## config.mk

```make
export PLATFORM = sky130hd
export DESIGN_NAME = alu16_accum_flat
export DESIGN_NICKNAME = d
export VERILOG_FILES = /design/src/rtl/alu16_accum_if.sv /design/src/rtl/alu16_accum.sv /design/src/flat_wrapper.sv
export SDC_FILE = /design/constraint.sdc
export NUM_CORES = 1
export LEC_CHECK = 0
export ABC_AREA = 1
export BUFFER_PORTS_ARGS = -buffer_cell sky130_fd_sc_hd__clkbuf_2
export CORE_MARGIN = 1.5
export CORE_UTILIZATION = 45
export CTS_CLUSTER_SIZE = 30
export DETAILED_ROUTE_END_ITERATION = 10
export MAX_ROUTING_LAYER = met4
export PLACE_DENSITY = 0.72
export SLEW_MARGIN = 20
export SYNTH_ARGS = -nofsm -noshare
export SYNTH_HDL_FRONTEND = slang
export SYNTH_SLANG_ARGS = --single-unit
```

## constraint.sdc

```tcl
create_clock -name clk -period 5.5 [get_ports clk]
set_clock_uncertainty 0.05 [all_clocks]
set_input_delay 0.275 -clock clk [delete_from_list [all_inputs] [get_ports clk]]
set_output_delay 0.275 -clock clk [all_outputs]
set_load 0.02 [all_outputs]
```

## src/rtl/alu16_accum_if.sv

```systemverilog
// alu16_accum_if: operand/opcode bus into the ALU and its decoded select and registered results
interface alu16_accum_if #(parameter int WIDTH = 16);
    logic [WIDTH-1:0] a;
    logic [WIDTH-1:0] b;
    logic [3:0] opcode;
    logic [11:0] select;
    logic [WIDTH-1:0] result;
    logic carry;
    logic overflow;
    modport master (output a, b, opcode, input select, result, carry, overflow);
    modport slave (input a, b, opcode, output select, result, carry, overflow);
endinterface

```

## src/rtl/alu16_accum.sv

```systemverilog
// alu16_accum: one-hot decoded 16-bit ALU with registered result, carry and overflow
module alu16_accum #(parameter int WIDTH = 16) (
    input logic clk,
    input logic rst,
    alu16_accum_if.slave bus
);
    logic [11:0] sel;
    logic [WIDTH-1:0] b_eff;
    logic [WIDTH:0] sum;
    logic arith;
    logic [WIDTH-1:0] result_d, result_q;
    logic carry_d, carry_q, overflow_d, overflow_q;
    always_comb begin
        sel = 12'h800;
        case (bus.opcode)
            4'b0000: sel = 12'h001;
            4'b0001: sel = 12'h002;
            4'b0010: sel = 12'h004;
            4'b0011: sel = 12'h008;
            4'b0100: sel = 12'h010;
            4'b0101: sel = 12'h020;
            4'b0110: sel = 12'h040;
            4'b1000: sel = 12'h080;
            4'b1001: sel = 12'h100;
            4'b1010: sel = 12'h200;
            4'b1011: sel = 12'h400;
            default: sel = 12'h800;
        endcase
    end
    // SUB reuses the adder as a + ~b + 1, with sel[8] as the carry-in
    always_comb begin
        arith = sel[7] | sel[8];
        b_eff = sel[8] ? ~bus.b : bus.b;
        sum = {1'b0, bus.a} + {1'b0, b_eff} + {{WIDTH{1'b0}}, sel[8]};
        result_d = ({WIDTH{sel[0]}} & (bus.a & bus.b))
                 | ({WIDTH{sel[1]}} & (bus.a | bus.b))
                 | ({WIDTH{sel[2]}} & ~bus.a)
                 | ({WIDTH{sel[3]}} & (bus.a ^ bus.b))
                 | ({WIDTH{sel[4]}} & ~(bus.a & bus.b))
                 | ({WIDTH{sel[5]}} & ~(bus.a | bus.b))
                 | ({WIDTH{sel[6]}} & ~(bus.a ^ bus.b))
                 | ({WIDTH{arith}} & sum[WIDTH-1:0])
                 | ({WIDTH{sel[9]}} & {1'b0, bus.a[WIDTH-1:1]})
                 | ({WIDTH{sel[10]}} & {bus.a[WIDTH-2:0], 1'b0});
        carry_d = arith & sum[WIDTH];
        overflow_d = arith & (bus.a[WIDTH-1] == b_eff[WIDTH-1]) & (sum[WIDTH-1] != bus.a[WIDTH-1]);
    end
    always_ff @(posedge clk) begin
        if (rst) begin
            result_q <= '0;
            carry_q <= 1'b0;
            overflow_q <= 1'b0;
        end else begin
            result_q <= result_d;
            carry_q <= carry_d;
            overflow_q <= overflow_d;
        end
    end
    assign bus.select = sel;
    assign bus.result = result_q;
    assign bus.carry = carry_q;
    assign bus.overflow = overflow_q;
endmodule

```

## src/flat_wrapper.sv

```systemverilog
// flat-port wrapper written by rule: the top's interface ports become plain ports
module alu16_accum_flat 
#(parameter int WIDTH = 16)
  (clk, rst, bus_a, bus_b, bus_opcode, bus_select, bus_result, bus_carry, bus_overflow);
  alu16_accum_if #(.WIDTH(WIDTH)) bus_i ();
  input logic clk;
  input logic rst;
  input wire logic [$bits(bus_i.a)-1:0] bus_a;
  input wire logic [$bits(bus_i.b)-1:0] bus_b;
  input wire logic [$bits(bus_i.opcode)-1:0] bus_opcode;
  output wire logic [$bits(bus_i.select)-1:0] bus_select;
  output wire logic [$bits(bus_i.result)-1:0] bus_result;
  output wire logic [$bits(bus_i.carry)-1:0] bus_carry;
  output wire logic [$bits(bus_i.overflow)-1:0] bus_overflow;
  assign bus_i.a = bus_a;
  assign bus_i.b = bus_b;
  assign bus_i.opcode = bus_opcode;
  assign bus_select = bus_i.select;
  assign bus_result = bus_i.result;
  assign bus_carry = bus_i.carry;
  assign bus_overflow = bus_i.overflow;
  alu16_accum #(.WIDTH(WIDTH)) u_core (.clk(clk), .rst(rst), .bus(bus_i));
endmodule
```

==> impl_metrics.toml, run 1 <==
[cts]
cts_tree = "yes"
clkTransAtPathRegs_ps = 80
cts_sinks = 18
post_cts_resize_count = 0
cts-hold-fix-buffers = 0
root_buffer = "clkbuf_8"
post_cts_buffers = 0
cts_buffer_depth = 2
numCtsBuffers = 3
htree_levels = 1

[synth]
syn-num-nets = 583
ys_seq_area_share_pct = 11.63
yosysUniqueCellTypes = 39
syn_area_per_cell_um2 = 6.274
syn_area_um2 = 3099
synthCells = 494
ys_warn_count = 0
yosys_register_bits = 18

[finish]
seqCellArea_um2 = 360.3
drive_gt1_share_pct = 16.40
syn_to_final_growth_pct = 13.61
instances_no_fill = 635
diodes = 0
multi_input_area_um2 = 2362
nNetsFinal = 645
fill_cells = 712
final_common_cell = "nand2_1"
final_cell_mix = "nand2_1 (127), inv_1 (73), clkbuf_2 (67), ha_1 (50), a21oi_1 (32)"
final_core_util_pct = 52.40

[worst_setup_path]
worstPathMaxFanout = 19
critPathKind = "primary input to flop"
end_kind = "flop"
path_cells = "clkbuf_2, inv_2, nand4_2, xor2_1, ha_1, inv_1, o21ai_0, o21bai_1, a21oi_1, nand2_1, nand2_1, nand3_1, a21oi_1"
critPathLaunch = "bus_opcode[2]"
critical_path.max_stage_delay_ps = 650
crit_path_start_kind = "primary input"
critPathSlowestCell = "nand4_2"
crit_arrival_ps = 2950
cp_data_required_time_ps = 5660

[sta]
slew_headroom_pct = 45.10
finalWorstSetupSlack_ps = 2710
final_hold_viol_count = 0
worst_pin_slew_ps = 821.6
setup_tns_ps = 0
setup_viol = 0
slew_viol_final = 0
rsz0062_at_grt = "false"
fin_crit_ps = 2790
period_share_pct = 50.73
fmax_ghz = 0.3584

[placement]
place_inst = 631
io_buffer_count = 67
pre_cts_slack_ps = 2463
routabilityCongestion = 0.9905
post-dp-hpwl_um = 7550

[power_and_ir_drop]
p_switching_mw = 0.2417
p_total_mw = 0.5465
power_density_nw_per_um2 = 155.2
swShare_pct = 44.22
ir_drop_uv = 70.01
leakage_nw = 1.910
clkPwrFrac_pct = 21.8
combPwrFrac_pct = 51.6
p_seq_share_pct = 26.6
power.internal_mw = 0.3048

[hold_path]
hold_start = "rst"
hold_depth = 2
hold_path_end = "u_core.bus.result[9]"
min_path_type = "primary input to flop"

[die]
die_x_um = 85.99
num_rows = 30
die-area_um2 = 7394
initial_core_util_pct = 46.13
dieHeight_um = 85.99
core_area_um2 = 6719
ios = 68

[global_routing]
grt_pass1_vias = 3312
grt-ovfl-total = 0
grt_usage_pct = 28.09
grt_max_degree = 20
grt_pass1_wl_um = 16280
antenna_found_initial = 0

[route]
drtAntennaViolNets = 0
drt_pre_antenna_iters = 5
drt_iter0_markers = 240
routed_wl_um = 9915
vias = 3612
avgRoutedWirePerCell_um = 15.61
drc = 0
avgViaCountPerCell = 5.688

[job]
cap_violations = 0

[outcome]
status = "finished, final reports clean"
## cells in the mapped netlist
cell type | number | share of area, %
nand3_2 | 2 | 0.65
o2111ai_1 | 10 | 2.8
clkinv_1 | 1 | 0.12
nor3_1 | 7 | 1.1
inv_1 | 73 | 8.8
o2bb2ai_1 | 1 | 0.28
a31oi_1 | 2 | 0.40
o21ai_0 | 19 | 3.1
o221ai_1 | 5 | 1.4
nand3_1 | 30 | 4.8
nor2_1 | 28 | 3.4
inv_2 | 6 | 0.73
or2_2 | 2 | 0.40
o21bai_1 | 4 | 0.97
nand2_2 | 5 | 1.0
o211ai_1 | 2 | 0.48
buf_2 | 4 | 0.65
fa_1 | 1 | 0.65
o21ai_1 | 3 | 0.48
nand4_1 | 6 | 1.2
a21boi_0 | 1 | 0.24
xor2_1 | 16 | 4.5
ha_1 | 50 | 20
a211oi_1 | 5 | 1.2
buf_6 | 2 | 0.73
o22ai_1 | 14 | 2.8
xnor2_1 | 1 | 0.28
nand3b_1 | 3 | 0.73
dfxtp_1 | 18 | 12
nand2_4 | 1 | 0.36
nand2_1 | 127 | 15
nor2_4 | 1 | 0.36
o31ai_1 | 1 | 0.24
nor4_1 | 4 | 0.81
a21oi_2 | 1 | 0.28
nand4_2 | 1 | 0.40
a21oi_1 | 32 | 5.2
clkbuf_1 | 1 | 0.12
buf_4 | 4 | 0.97
## how the worst max path moves through the flow
stage	cells after the start	to
detailed placement	13	u_core.bus.result[8]
global route	14	u_core.bus.result[15]
floorplan	15	u_core.bus.result[15]
CTS	14	u_core.bus.result[15]
finish	13	u_core.bus.result[11]
global placement	14	u_core.bus.result[14]
## layer usage
metal	global-route usage [%]	vias to the layer above	part of all wire [%]
met1	37.73	1634	45
met5	-	-	0
li1	-	1779	-
met2	42.52	173	44
met4	8.651	0	2.2
met3	5.390	26	8.6
## layout make-up
type,count,share of cell area (%)
Multi-Input combinational cell,385,67.09
Sequential cell,18,10.23
Timing Repair Buffer,68,9.737
Inverter,80,8.529
Tap cell,80,2.843
Clock buffer,4,1.564
## per-stage QoR
step                      hold WS (ps)  instance area (um2)
after floorplan                  401.1                 3099
after global placement           567.8                 3466
after detailed placement         559.6                 3466
after CTS                        276.6                 3521
after global routing             285.6                 3521
final                            284.6                 3521
## cell families after synthesis
logic type	count (synthesis)	synth area share, %
DFF	18	11.63
AOI/OAI and AO/OA	100	19.90
and+or+nand+nor	217	30.68
xor gates and xnor gates	17	4.804
adders and majority gates	51	20.83
buffers and inverters	91	12.15
## flip-flops by register name (all words and copies together) (netlist names)
| register | count |
|---|---|
| u_core.bus.result | 16 |
| u_core.bus.overflow | 1 |
| u_core.bus.carry | 1 |
## power groups by stage
| stage | clock [mW] | combinational, mW | sequential [mW] |
|---|---|---|---|
| 2_1_floorplan | 0 | 0.181 | 0.163 |
| 3_3_place_gp | 0 | 0.273 | 0.148 |
| 3_5_place_dp | 0 | 0.276 | 0.148 |
| 4_1_cts | 0.121 | 0.278 | 0.145 |
| 5_1_grt | 0.124 | 0.317 | 0.146 |
| 6_report | 0.119 | 0.282 | 0.145 |
## worst max-delay path, delay by kind of cell
kind	cells	cell delay, ps
buf+inv	3	310
fa+ha+maj	1	360
compound gates	4	730
simple gates	4	880
xor+xnor	1	360
Note: power is estimated with default switching activity, not from simulation.
==> run 2: changes to the inputs <==
Settings changed: ABC_AREA 1 to 0.
Clock period 5.5 ns to 2.6 ns, I/O delays scaled along.
==> impl_metrics.toml, run 2 <==
[outcome]
status = "finished, final reports clean"

[synth]
synth_commonest_cells = "ha_1 (50), nand2_1 (45), inv_1 (39)"
ys_warn_count = 0
yosys_register_bits = 18
yosysTopAreaCell = "ha_1"
synth-main-ff-cell = "dfxtp_1"
yosysUniqueCellTypes = 51
syn_area_per_cell_um2 = 7.325
synthCells = 425
syn-num-nets = 514
async_reset_ff_share_pct = 0
syn_area_um2 = 3113
synth_edf_count = 0
ys_seq_area_share_pct = 11.58
yosysMostFrequentCell = "ha_1"
synth_top_area_share_pct = 20.10
synth_area_leaders = "ha_1 (20%), dfxtp_1 (12%), xnor2_1 (8.2%), nand2_1 (5.4%), inv_1 (4.7%)"

[die]
ios = 68
die-area_um2 = 7425
initial_core_util_pct = 46.07
num_rows = 30
dieHeight_um = 86.17
die_x_um = 86.17
core_area_um2 = 6756

[hold_path]
min_path_type = "primary input to flop"
hold_depth = 3
hold_start = "bus_a[0]"
hold_path_end = "u_core.bus.result[1]"

[route]
avgViaCountPerCell = 5.756
drt_pre_antenna_iters = 6
drt_iter0_markers = 299
avgRoutedWirePerCell_um = 15.87
vias = 3402
drtAntennaViolNets = 0
drc = 0
routed_wl_um = 9379

[placement]
routabilityCongestion = 0.8955
io_buffer_count = 67
pre_cts_slack_ps = -108.1
post-dp-hpwl_um = 7318

[worst_setup_path]
critPathSlowestCell = "ha_1"
end_kind = "flop"
crit_path_start_kind = "primary input"
crit_family = "compound AO/OA/AOI/OAI gates"
crit_arrival_ps = 2560
crit_buf_inv = 3
critical_path.max_stage_delay_ps = 350
cp_data_required_time_ps = 2700
path_cells = "clkbuf_2, nand2b_1, nor2_4, buf_4, xnor2_1, ha_1, a211oi_1, a211oi_1, o31a_4, a21oi_2, buf_4, o2111a_1, a221o_1"
worstPathMaxFanout = 5
critPathKind = "primary input to flop"

[finish]
largest_reg_flops = 16
nNetsFinal = 601
syn_to_final_growth_pct = 21.62
final_cell_mix = "clkbuf_2 (67), ha_1 (49), nand2_1 (45), inv_1 (39), buf_4 (37)"
diodes = 0
final_core_util_pct = 56.04
drive_gt1_share_pct = 23.09
final_common_cell = "clkbuf_2"

[cts]
cts_buffer_depth = 2
clkTransAtPathRegs_ps = 80
cts_sinks = 18
numCtsBuffers = 3
post_cts_buffers = 0
post_cts_resize_count = 0
cts_tree = "yes"
htree_levels = 1
cts-hold-fix-buffers = 0
root_buffer = "clkbuf_8"

[power_and_ir_drop]
ir_drop_uv = 147.6
power.internal_mw = 0.7547
p_seq_share_pct = 23.8
leakage_nw = 1.857
swShare_pct = 41.36
combPwrFrac_pct = 57.3
power_density_nw_per_um2 = 340.0
p_switching_mw = 0.5324
clkPwrFrac_pct = 18.8

[sta]
fin_crit_ps = 2465
setup_tns_ps = 0
slew_headroom_pct = 60.27
worst_pin_slew_ps = 593.7
setup_viol = 0
rsz0062_at_grt = "false"
period_share_pct = 94.79
finalWorstSetupSlack_ps = 135.4
fmax_ghz = 0.4057
slew_viol_final = 0
final_hold_viol_count = 0

[global_routing]
grt-ovfl-total = 0
grt_max_degree = 40
grt_pass1_wl_um = 15460
antenna_found_initial = 0
grt_pass1_vias = 3234
grt_usage_pct = 26.72

[job]
cap_violations = 0
==> run 2: metrics by stage <==
stage	total power, mW	hold WS, ps	instance area (um2)	instances
finish	1.287	196.9	3786	591
global route	1.378	219.1	3786	591
CTS	1.283	194.4	3781	591
detailed placement	1.039	471.6	3726	587
global placement	1.027	447.3	3726	587
floorplan	0.7998	197.0	3133	425
==> run 2: per-layer routing <==
| layer | track usage [%] | up-vias | wire (um) |
|---|---|---|---|
| met5 | - | - | 0 |
| met4 | 7.185 | 0 | 135 |
| met3 | 2.571 | 11 | 548 |
| met2 | 44.09 | 124 | 4373 |
| met1 | 35.07 | 1591 | 4321 |
| li1 | - | 1676 | - |
==> run 2: logic make-up after synthesis <==
kind of cell | count (synthesis) | share of synthesized area [%]
adders and majority gates | 51 | 20.74
DFF | 18 | 11.58
and+or+nand+nor | 118 | 17.77
buffers and inverters | 61 | 8.239
xor gates and xnor gates | 44 | 12.38
AOI/OAI and AO/OA | 129 | 28.01
muxes | 4 | 1.286
==> run 2: how the worst max path moves through the flow <==
stage,from,depth (start not counted),slack [ps],endpoint
floorplan,bus_opcode[2],13,-120,u_core.bus.result[13]
global route,bus_opcode[1],13,30,u_core.bus.result[13]
detailed placement,bus_opcode[1],13,-110,u_core.bus.result[13]
finish,bus_opcode[1],13,140,u_core.bus.result[13]
CTS,bus_opcode[1],13,160,u_core.bus.result[13]
global placement,bus_opcode[1],12,-60,u_core.bus.result[9]
==> run 2: power by group through the flow <==
| stage | Clock [mW] | Combinational, mW | Sequential [mW] |
|---|---|---|---|
| after global placement | 0 | 0.714 | 0.312 |
| after CTS | 0.246 | 0.731 | 0.307 |
| after detailed placement | 0 | 0.725 | 0.313 |
| after global routing | 0.256 | 0.813 | 0.309 |
| after floorplan | 0 | 0.455 | 0.345 |
| final | 0.242 | 0.738 | 0.307 |
==> run 2: worst min-delay path: cells and delay by family <==
kind            cells  cell delay (ps)
compound gates      2              220
buf+inv             1              120
==> run 2: area by class of cell <==
| class | instances | area, um2 |
|---|---|---|
| multi-input combinational | 346 | 2511 |
| inverter | 39 | 146.4 |
| fill | 677 | 2970 |
| timing repair buffer | 104 | 613.1 |
| sequential | 18 | 360.3 |
| clock buffer | 4 | 55.05 |
| tap | 80 | 100.1 |
